===== src/rtl/bus_arbiter_pkg.sv =====
// Shared definitions for the two-master bus arbiter: state encodings,
// default hold limit and bus widths.
package bus_arbiter_pkg;

  typedef enum logic [1:0] {
    ST_IDLE   = 2'd0,
    ST_GRANT0 = 2'd1,
    ST_GRANT1 = 2'd2
  } arb_state_e;

  localparam int HOLD_MAX_DEFAULT = 16;
  localparam int ADDR_W           = 16;
  localparam int DATA_W           = 32;

  // A hold limit of 1 still needs a 1-bit counter to hold the constant 0.
  function automatic int cnt_width(input int hold_max);
    return (hold_max > 1) ? $clog2(hold_max) : 1;
  endfunction

endpackage


===== src/rtl/bus_mux2.sv =====
// 2:1 selector of write enable, address and write data driven by the
// one-hot grant pair; parks the bus at zero when no master owns it.
module bus_mux2
  import bus_arbiter_pkg::*;
(
  input  logic              sel0,
  input  logic              sel1,
  input  logic              a_wr,
  input  logic [ADDR_W-1:0] a_addr,
  input  logic [DATA_W-1:0] a_dout,
  input  logic              b_wr,
  input  logic [ADDR_W-1:0] b_addr,
  input  logic [DATA_W-1:0] b_dout,
  output logic              y_wr,
  output logic [ADDR_W-1:0] y_addr,
  output logic [DATA_W-1:0] y_dout
);

  // Select the owner's signals; a non-owner never reaches the outputs
  always_comb begin
    y_wr   = 1'b0;
    y_addr = {ADDR_W{1'b0}};
    y_dout = {DATA_W{1'b0}};
    case ({sel1, sel0})
      2'b01: begin
        y_wr   = a_wr;
        y_addr = a_addr;
        y_dout = a_dout;
      end
      2'b10: begin
        y_wr   = b_wr;
        y_addr = b_addr;
        y_dout = b_dout;
      end
      default: begin
        y_wr   = 1'b0;
        y_addr = {ADDR_W{1'b0}};
        y_dout = {DATA_W{1'b0}};
      end
    endcase
  end

endmodule


===== src/rtl/bus_arbiter.sv =====
// Two-master round-robin bus arbiter with a bounded hold time under
// contention and a combinational output mux toward the slave decoder.
module bus_arbiter
  import bus_arbiter_pkg::*;
#(
  parameter int HOLD_MAX = HOLD_MAX_DEFAULT
) (
  input  logic              clk,
  input  logic              reset,
  input  logic              m0_req,
  input  logic              m1_req,
  input  logic              m0_wr,
  input  logic              m1_wr,
  input  logic [ADDR_W-1:0] m0_addr,
  input  logic [ADDR_W-1:0] m1_addr,
  input  logic [DATA_W-1:0] m0_dout,
  input  logic [DATA_W-1:0] m1_dout,
  output logic              m0_grant,
  output logic              m1_grant,
  output logic              m_req,
  output logic              m_wr,
  output logic [ADDR_W-1:0] m_addr,
  output logic [DATA_W-1:0] m_dout
);

  localparam int               CNT_W     = cnt_width(HOLD_MAX);
  localparam logic [CNT_W-1:0] HOLD_LAST = CNT_W'(HOLD_MAX - 1);

  arb_state_e       state_r;
  arb_state_e       state_nxt_s;
  logic [CNT_W-1:0] hold_cnt_r;
  logic             last_owner_r;
  logic             hold_expired_s;

  assign hold_expired_s = (hold_cnt_r == HOLD_LAST);

  // Next-state arbitration; a tie from IDLE goes to the master that did not own the bus last
  always_comb begin
    state_nxt_s = state_r;
    case (state_r)
      ST_IDLE: begin
        if (m0_req && m1_req) begin
          state_nxt_s = last_owner_r ? ST_GRANT0 : ST_GRANT1;
        end else if (m0_req) begin
          state_nxt_s = ST_GRANT0;
        end else if (m1_req) begin
          state_nxt_s = ST_GRANT1;
        end else begin
          state_nxt_s = ST_IDLE;
        end
      end
      ST_GRANT0: begin
        if (!m0_req) begin
          state_nxt_s = m1_req ? ST_GRANT1 : ST_IDLE;
        end else if (m1_req && hold_expired_s) begin
          state_nxt_s = ST_GRANT1;
        end else begin
          state_nxt_s = ST_GRANT0;
        end
      end
      ST_GRANT1: begin
        if (!m1_req) begin
          state_nxt_s = m0_req ? ST_GRANT0 : ST_IDLE;
        end else if (m0_req && hold_expired_s) begin
          state_nxt_s = ST_GRANT0;
        end else begin
          state_nxt_s = ST_GRANT1;
        end
      end
      default: begin
        state_nxt_s = ST_IDLE;
      end
    endcase
  end

  // State, saturating hold counter and last-owner bookkeeping
  always_ff @(posedge clk or posedge reset) begin
    if (reset) begin
      state_r      <= ST_IDLE;
      hold_cnt_r   <= {CNT_W{1'b0}};
      last_owner_r <= 1'b1;
    end else begin
      state_r <= state_nxt_s;
      if ((state_nxt_s != state_r) || (state_r == ST_IDLE)) begin
        hold_cnt_r <= {CNT_W{1'b0}};
      end else if (!hold_expired_s) begin
        hold_cnt_r <= hold_cnt_r + CNT_W'(1);
      end else begin
        hold_cnt_r <= hold_cnt_r;
      end
      if ((state_r != ST_IDLE) && (state_nxt_s != state_r)) begin
        last_owner_r <= (state_r == ST_GRANT1);
      end else begin
        last_owner_r <= last_owner_r;
      end
    end
  end

  // Grants come straight from the state register, so they are glitch-free and one-hot
  assign m0_grant = (state_r == ST_GRANT0);
  assign m1_grant = (state_r == ST_GRANT1);

  // A dropped request is masked even while the grant is still held
  assign m_req = (m0_grant & m0_req) | (m1_grant & m1_req);

  bus_mux2 u_mux (
    .sel0   (m0_grant),
    .sel1   (m1_grant),
    .a_wr   (m0_wr),
    .a_addr (m0_addr),
    .a_dout (m0_dout),
    .b_wr   (m1_wr),
    .b_addr (m1_addr),
    .b_dout (m1_dout),
    .y_wr   (m_wr),
    .y_addr (m_addr),
    .y_dout (m_dout)
  );

endmodule

===== config.mk =====
export PLATFORM = sky130hd
export DESIGN_NAME = bus_arbiter
export DESIGN_NICKNAME = d
export VERILOG_FILES = /design/src/rtl/bus_arbiter_pkg.sv /design/src/rtl/bus_mux2.sv /design/src/rtl/bus_arbiter.sv
export SDC_FILE = /design/constraint.sdc
export NUM_CORES = 1
export LEC_CHECK = 0
export ABC_AREA = 1
export ABC_CLOCK_PERIOD_IN_PS = 1600
export CAP_MARGIN = 20
export CORE_ASPECT_RATIO = 1.25
export CORE_MARGIN = 2
export CORE_UTILIZATION = 24
export DETAILED_ROUTE_END_ITERATION = 8
export HOLD_SLACK_MARGIN = 0.03
export PLACE_DENSITY = 0.76
export SETUP_SLACK_MARGIN = 0.15
export SYNTH_ARGS = -nofsm -noshare
export SYNTH_HDL_FRONTEND = slang
export SYNTH_SLANG_ARGS = --single-unit

===== constraint.sdc =====
create_clock -name clk -period 1.6 [get_ports clk]
set_input_delay 0.32 -clock clk [delete_from_list [all_inputs] [get_ports clk]]
set_output_delay 0.32 -clock clk [all_outputs]
set_load 0.1 [all_outputs]

# ---- Yosys cells after proc, flatten, opt, wreduce, memory -nomap -nowiden
# Index checks and enable logic that the tools add are counted.
dict set report op_classes {
  n_div 0
  bitwise_logic 3
  mul 0
  muxes 15
  n_lt_le_gt_ge 0
  n_eq_ne 7
  n_addsub 1
  shifts 0
  n_reduce_logical 7
}
# cell count
set ops {}
lappend ops {{$pmux 32 s2} 1}
lappend ops {{$pmux 16 s2} 1}
lappend ops {{$mux 2} 8}
lappend ops {{$mux 4} 2}
lappend ops {{$pmux 2 s3} 1}
lappend ops {{$add 4x1->4 const B} 1}
lappend ops {{$eq 2x1->1 const B} 2}
lappend ops {{$eq 2x2->1 const B} 2}
lappend ops {{$eq 4x4->1 const B} 1}
lappend ops {{$logic_and 1x1->1} 4}
lappend ops {{$and 1x1->1} 2}
lappend ops {{$logic_not 2->1} 1}
lappend ops {{$ne 2x1->1 const B} 1}
lappend ops {{$ne 2x2->1} 1}
lappend ops {{$pmux 1 s2} 1}
lappend ops {{$reduce_bool 2->1} 1}
lappend ops {{$logic_or 1x1->1} 1}
lappend ops {{$mux 1} 1}
lappend ops {{$or 1x1->1} 1}
dict set report totals {
  input_bits 102
  ff_bits 7
  ramBits 0
  elab_cells 36
  rom_bits 0
  memories 0
  latchBits 0
  out_inout_bits 52
}

# ---- Depth between registers and ports, before layout
dict set report depth {
  word_depth 8
  mapped_depth 14
  mapped_depth_nobuf 14
}

# ---- By module
# From an unflattened synthesis, not the netlist that was laid out.
dict set report unflattened {
  hier_cells 229
  hier_area_um2 1172.4
}
# mod n_inst area_per_inst_um2 cells_each seq_area_each_um2
set by_module_without_submodules {}
lappend by_module_without_submodules {bus_mux2 1 726.9 166 0.0}
lappend by_module_without_submodules {bus_arbiter 1 445.4 63 176.4}

# ---- Worst setup path before layout
# Ideal clock, no wire load.
dict set report synth_path {
  kind {register -> output}
  start {register state_r[0]}
  end {output port m_addr[10]}
  required_ns 1.280
  arrival_time_ns 2.699
  path_slack_ns -1.419
  path_stages_with_launch 7
  n_path_buf 2
  path_cell_list {dfrtp_1 > inv_1 > ha_1 > inv_1 > clkbuf_1 > clkbuf_1 > a21oi_1}
}
dict set report synth_between {
  elab_chain_len 3
  word_cells_on_any_way 5
  classes_between {eq/ne (4); mux (1)}
}
# element line
set synth_lines {}
lappend synth_lines {{from (decl)} bus_arbiter.sv:29} ;# arb_state_e state_r;
lappend synth_lines {{from (signal assigned)} bus_arbiter.sv:83} ;# state_r <= state_nxt_s;
lappend synth_lines {{$eq 2x1->1 or $eq 2x2->1 (tied branches)} {bus_arbiter.sv:100, bus_arbiter.sv:101}}
lappend synth_lines {{$eq 2x2->1 or $eq 2x1->1 (tied branches)} bus_mux2.sv:24} ;# case ({sel1, sel0})
lappend synth_lines {{$pmux 16 s2 *} bus_mux2.sv:24}
lappend synth_lines {{to (decl)} bus_arbiter.sv:22} ;# output logic [ADDR_W-1:0] m_addr,
# Mark *: on every way between the ends. The rest lies on a longest branch, timed or not.

# ---- Worst setup path in the final report
dict set report layout_path {
  start {register state_r[0]}
  end {output port m_addr[6]}
}
# Same word-level chain as after synthesis.

==> flow_summary_export.csv <==
group,metric,value,unit
route,wirelength,8520,um
sta,rsz0062_at_grt,"yes",
place,dp_hpwl,5544,um
finish,nets,519,
pwr,power.leakage,1.661,nW
status,outcome,"complete, but fails checks",
sta,fin_crit_sh,127.4,%
sta,max_freq,490.5,MHz
sta,period_minus_slack,2039,ps
worst_setup_path,cpPeakStageDelay,430,ps
route,drt-pass1-iter-count,4,
sta,setup_viol,59,
worst_setup_path,slowest_stage,"dfrtp_1",
route,via_count,2353,
cts,clk_latency,230,ps
route,wl_per_cell,18.09,um
synth,yosysWarnings,0,
synth,yosysSeqAreaShare,14.40,%
cts,cts_sinks,7,
worst_setup_path,path_delay_family,"buffers and inverters",
grt,grt_use_total,26.26,%
floorplanning,start_util,24.46,%
grt,grt_pass1_vias,2444,
finish,synthToLayoutAreaGrowth,272.7,%
worst_setup_path,path_common_cell,"buf_12",
worst_setup_path,path_max_fanout,15,
worst_setup_path,critical_path_buf_inv_count,3,
floorplanning,core_region_area,5007,um^2
grt,grt_max_degree,21,
grt,overflow,0,
cts,clockRootBuffer,"clkbuf_8",
pwr,p_per_area,2380,nW/um^2
floorplanning,chipHeight,83.88,um
grt,antenna_found_initial,0,
place,gp_congestion,0.7945,
synth,synth_nets,344,
worst_hold_path,hold_path_class,"input port to asynchronous set/reset pin",
route,drcViolationCount,0,
worst_setup_path,cp-start-kind,"register",
synth,ys_seq_elements,7,
synth,syn_area,1225,um^2
worst_setup_path,worst_ep_required_time,1280,ps
finish,n_antenna_cell,0,
floorplanning,io_pins,154,
place,portBuffers,153,
cts,cts_tree,"yes",
cts,path_clk_slew,50,ps
route,viasPerCell,4.996,
floorplanning,rows,29,
job,drv_cap,0,
sta,fin_skew,5.619,ps
place,dp.cells,454,
place,pre_cts_slack,-189.0,ps
floorplanning,fp.dieW,67.90,um
pwr,ir_worst_vdd,0.001880,V
synth,synth_area_per_cell,5.212,um^2
finish,drive_gt1_share,48.17,%
route,ant_nets,0,
worst_setup_path,end_kind,"output pin",
status,violations,"negative setup slack",
cts,h-tree-depth,1,
finish,stdcell_count,471,
floorplanning,design.die.area,5695,um^2
sta,slew_violations,0,
pwr,total_power,10.87,mW
synth,ys_types,19,
cts,numCtsBuffers,3,
worst_setup_path,arrival,1720,ps
sta,max_slew_margin,80.15,%
sta,holdWs,342.9,ps
synth,synth_cells,235,
worst_setup_path,path_cells,"inv_2, ha_4, buf_12, nand2_1, a21oi_4, buf_12",
cts,cts_buffer_depth,2,
sta,report.final.hold_viol_count,0,
sta,tightest_slew,296.9,ps
worst_setup_path,setup.worst_path.class,"register to output pin",
grt,grt_pass1_wl,11650,um
sta,setup_ws,-438.9,ps
route,first_iter_violations,46,
-- final timing paths --
kind                                           from                   endpoint  slack (ps)  depth (start not counted)
min                                           reset  hold_cnt_r[1]$_DFFE_PP0P_         340                          2
max reg2reg                    state_r[0]$_DFF_PP0_   last_owner_r$_DFFE_PP1P_        -250                         15
max                            state_r[0]$_DFF_PP0_                  m_addr[6]        -440                          6
min in group clk           last_owner_r$_DFFE_PP1P_   last_owner_r$_DFFE_PP1P_         510                          2
min reg2reg                last_owner_r$_DFFE_PP1P_   last_owner_r$_DFFE_PP1P_         510                          2
max in group asynchronous                     reset   last_owner_r$_DFFE_PP1P_         980                          2
-- report_power, final --
part | internal [mW] | total (mW) | switching [mW]
logic | 3.88 | 10.3 | 6.45
clock network | 0.169 | 0.253 | 0.0841
registers | 0.228 | 0.278 | 0.0493
-- per-stage QoR --
| step | utilization, % | TNS, ps | cell area [um^2] |
|---|---|---|---|
| 2_1_floorplan | - | -18840 | 1871 |
| 3_3_place_gp | 81.33 | -5863 | 4073 |
| 3_5_place_dp | 81.33 | -7387 | 4073 |
| 4_1_cts | 86.96 | -15610 | 4354 |
| 5_1_grt | 91.18 | -22490 | 4566 |
| 6_report | 91.18 | -19360 | 4566 |
-- Yosys cell counts --
cell type | n | area (um^2)
a21oi_1 | 49 | 245.2
nand2_2 | 2 | 12.51
nor2_1 | 4 | 15.01
nand2_1 | 120 | 450.4
nand4_1 | 2 | 12.51
buf_1 | 1 | 3.750
clkbuf_1 | 10 | 37.54
nand3_2 | 3 | 30.03
nand3b_1 | 2 | 15.01
mux2i_1 | 1 | 10.01
inv_1 | 14 | 52.55
buf_2 | 4 | 20.02
nand3_1 | 5 | 25.02
o21ai_0 | 2 | 10.01
dfstp_2 | 1 | 26.28
xnor2_1 | 1 | 8.760
ha_1 | 7 | 87.58
dfrtp_1 | 6 | 150.1
nand4_2 | 1 | 12.51
-- routing by layer --
| metal | part of all wire [%] | GRT usage, % | wire, um | vias up |
|---|---|---|---|---|
| li1 | - | - | - | 1100 |
| met2 | 59 | 53.74 | 4986 | 106 |
| met1 | 32 | 25.17 | 2708 | 1131 |
| met5 | 0 | 0 | 0 | - |
| met4 | 2.1 | 5.091 | 183 | 0 |
| met3 | 7.5 | 5.533 | 642 | 16 |
-- final cells by class --
cell class	instances	area [um^2]
timing repair buffer	185	2502
clock inverter	1	5.005
clock buffer	3	41.29
multi-input combinational	199	1705
inverter	14	57.56
fill	203	441.7
tap	62	77.57
sequential	7	176.4
-- worst register-to-register path: stages (launching register included) --
cell	delay, ps
dfrtp_1	430
buf_12	150
buf_6	100
buf_6	120
ha_4	170
nand2_1	60
inv_1	50
nand2_1	70
nand3_2	100
nand2_2	90
nand2_2	70
nand2_4	70
nand3_2	80
nand2_1	90
nand2_1	70
nand2_1	60
-- kinds of logic (layout without fill, tap and decap cells) --
logic type,after synthesis,in the layout,share of synthesized area [%]
xor gates and xnor gates,1,1,0.7151
muxes,1,1,0.8172
DFF,7,7,14.40
buffers and inverters,29,203,9.295
AOI/OAI and AO/OA,51,51,20.84
and+or+nand+nor,139,139,46.78
adders and majority gates,7,7,7.150
-- layout by cell type (no fill, tap or decap), drive strengths merged --
master | netlist | final
ha | 7 | 7
o21ai | 2 | 2
dfstp | 1 | 1
nand2 | 122 | 122
nor2 | 4 | 4
dfrtp | 6 | 6
inv | 14 | 14
clkdlybuf4s50 | 0 | 101
nand4 | 3 | 3
clkbuf | 10 | 4
nand3 | 8 | 8
clkinv | 0 | 1
a21oi | 49 | 49
buf | 5 | 83
nand3b | 2 | 2
mux2i | 1 | 1
xnor2 | 1 | 1
-- timing repair --
action	in CTS	in global routing
buffers inserted	4	5
gates resized for setup	28	50
pin swaps	6	11
gates cloned	3	1
hold endpoints to repair	0	0
endpoints found under the setup margin	58	59
hold buffers	0	0
-- registers in the layout, summed over array words and instances, names as in the netlist --
| signal | cells |
|---|---|
| hold_cnt_r | 4 |
| last_owner_r | 1 |
| state_r | 2 |
(Power assumes the default switching activity.)
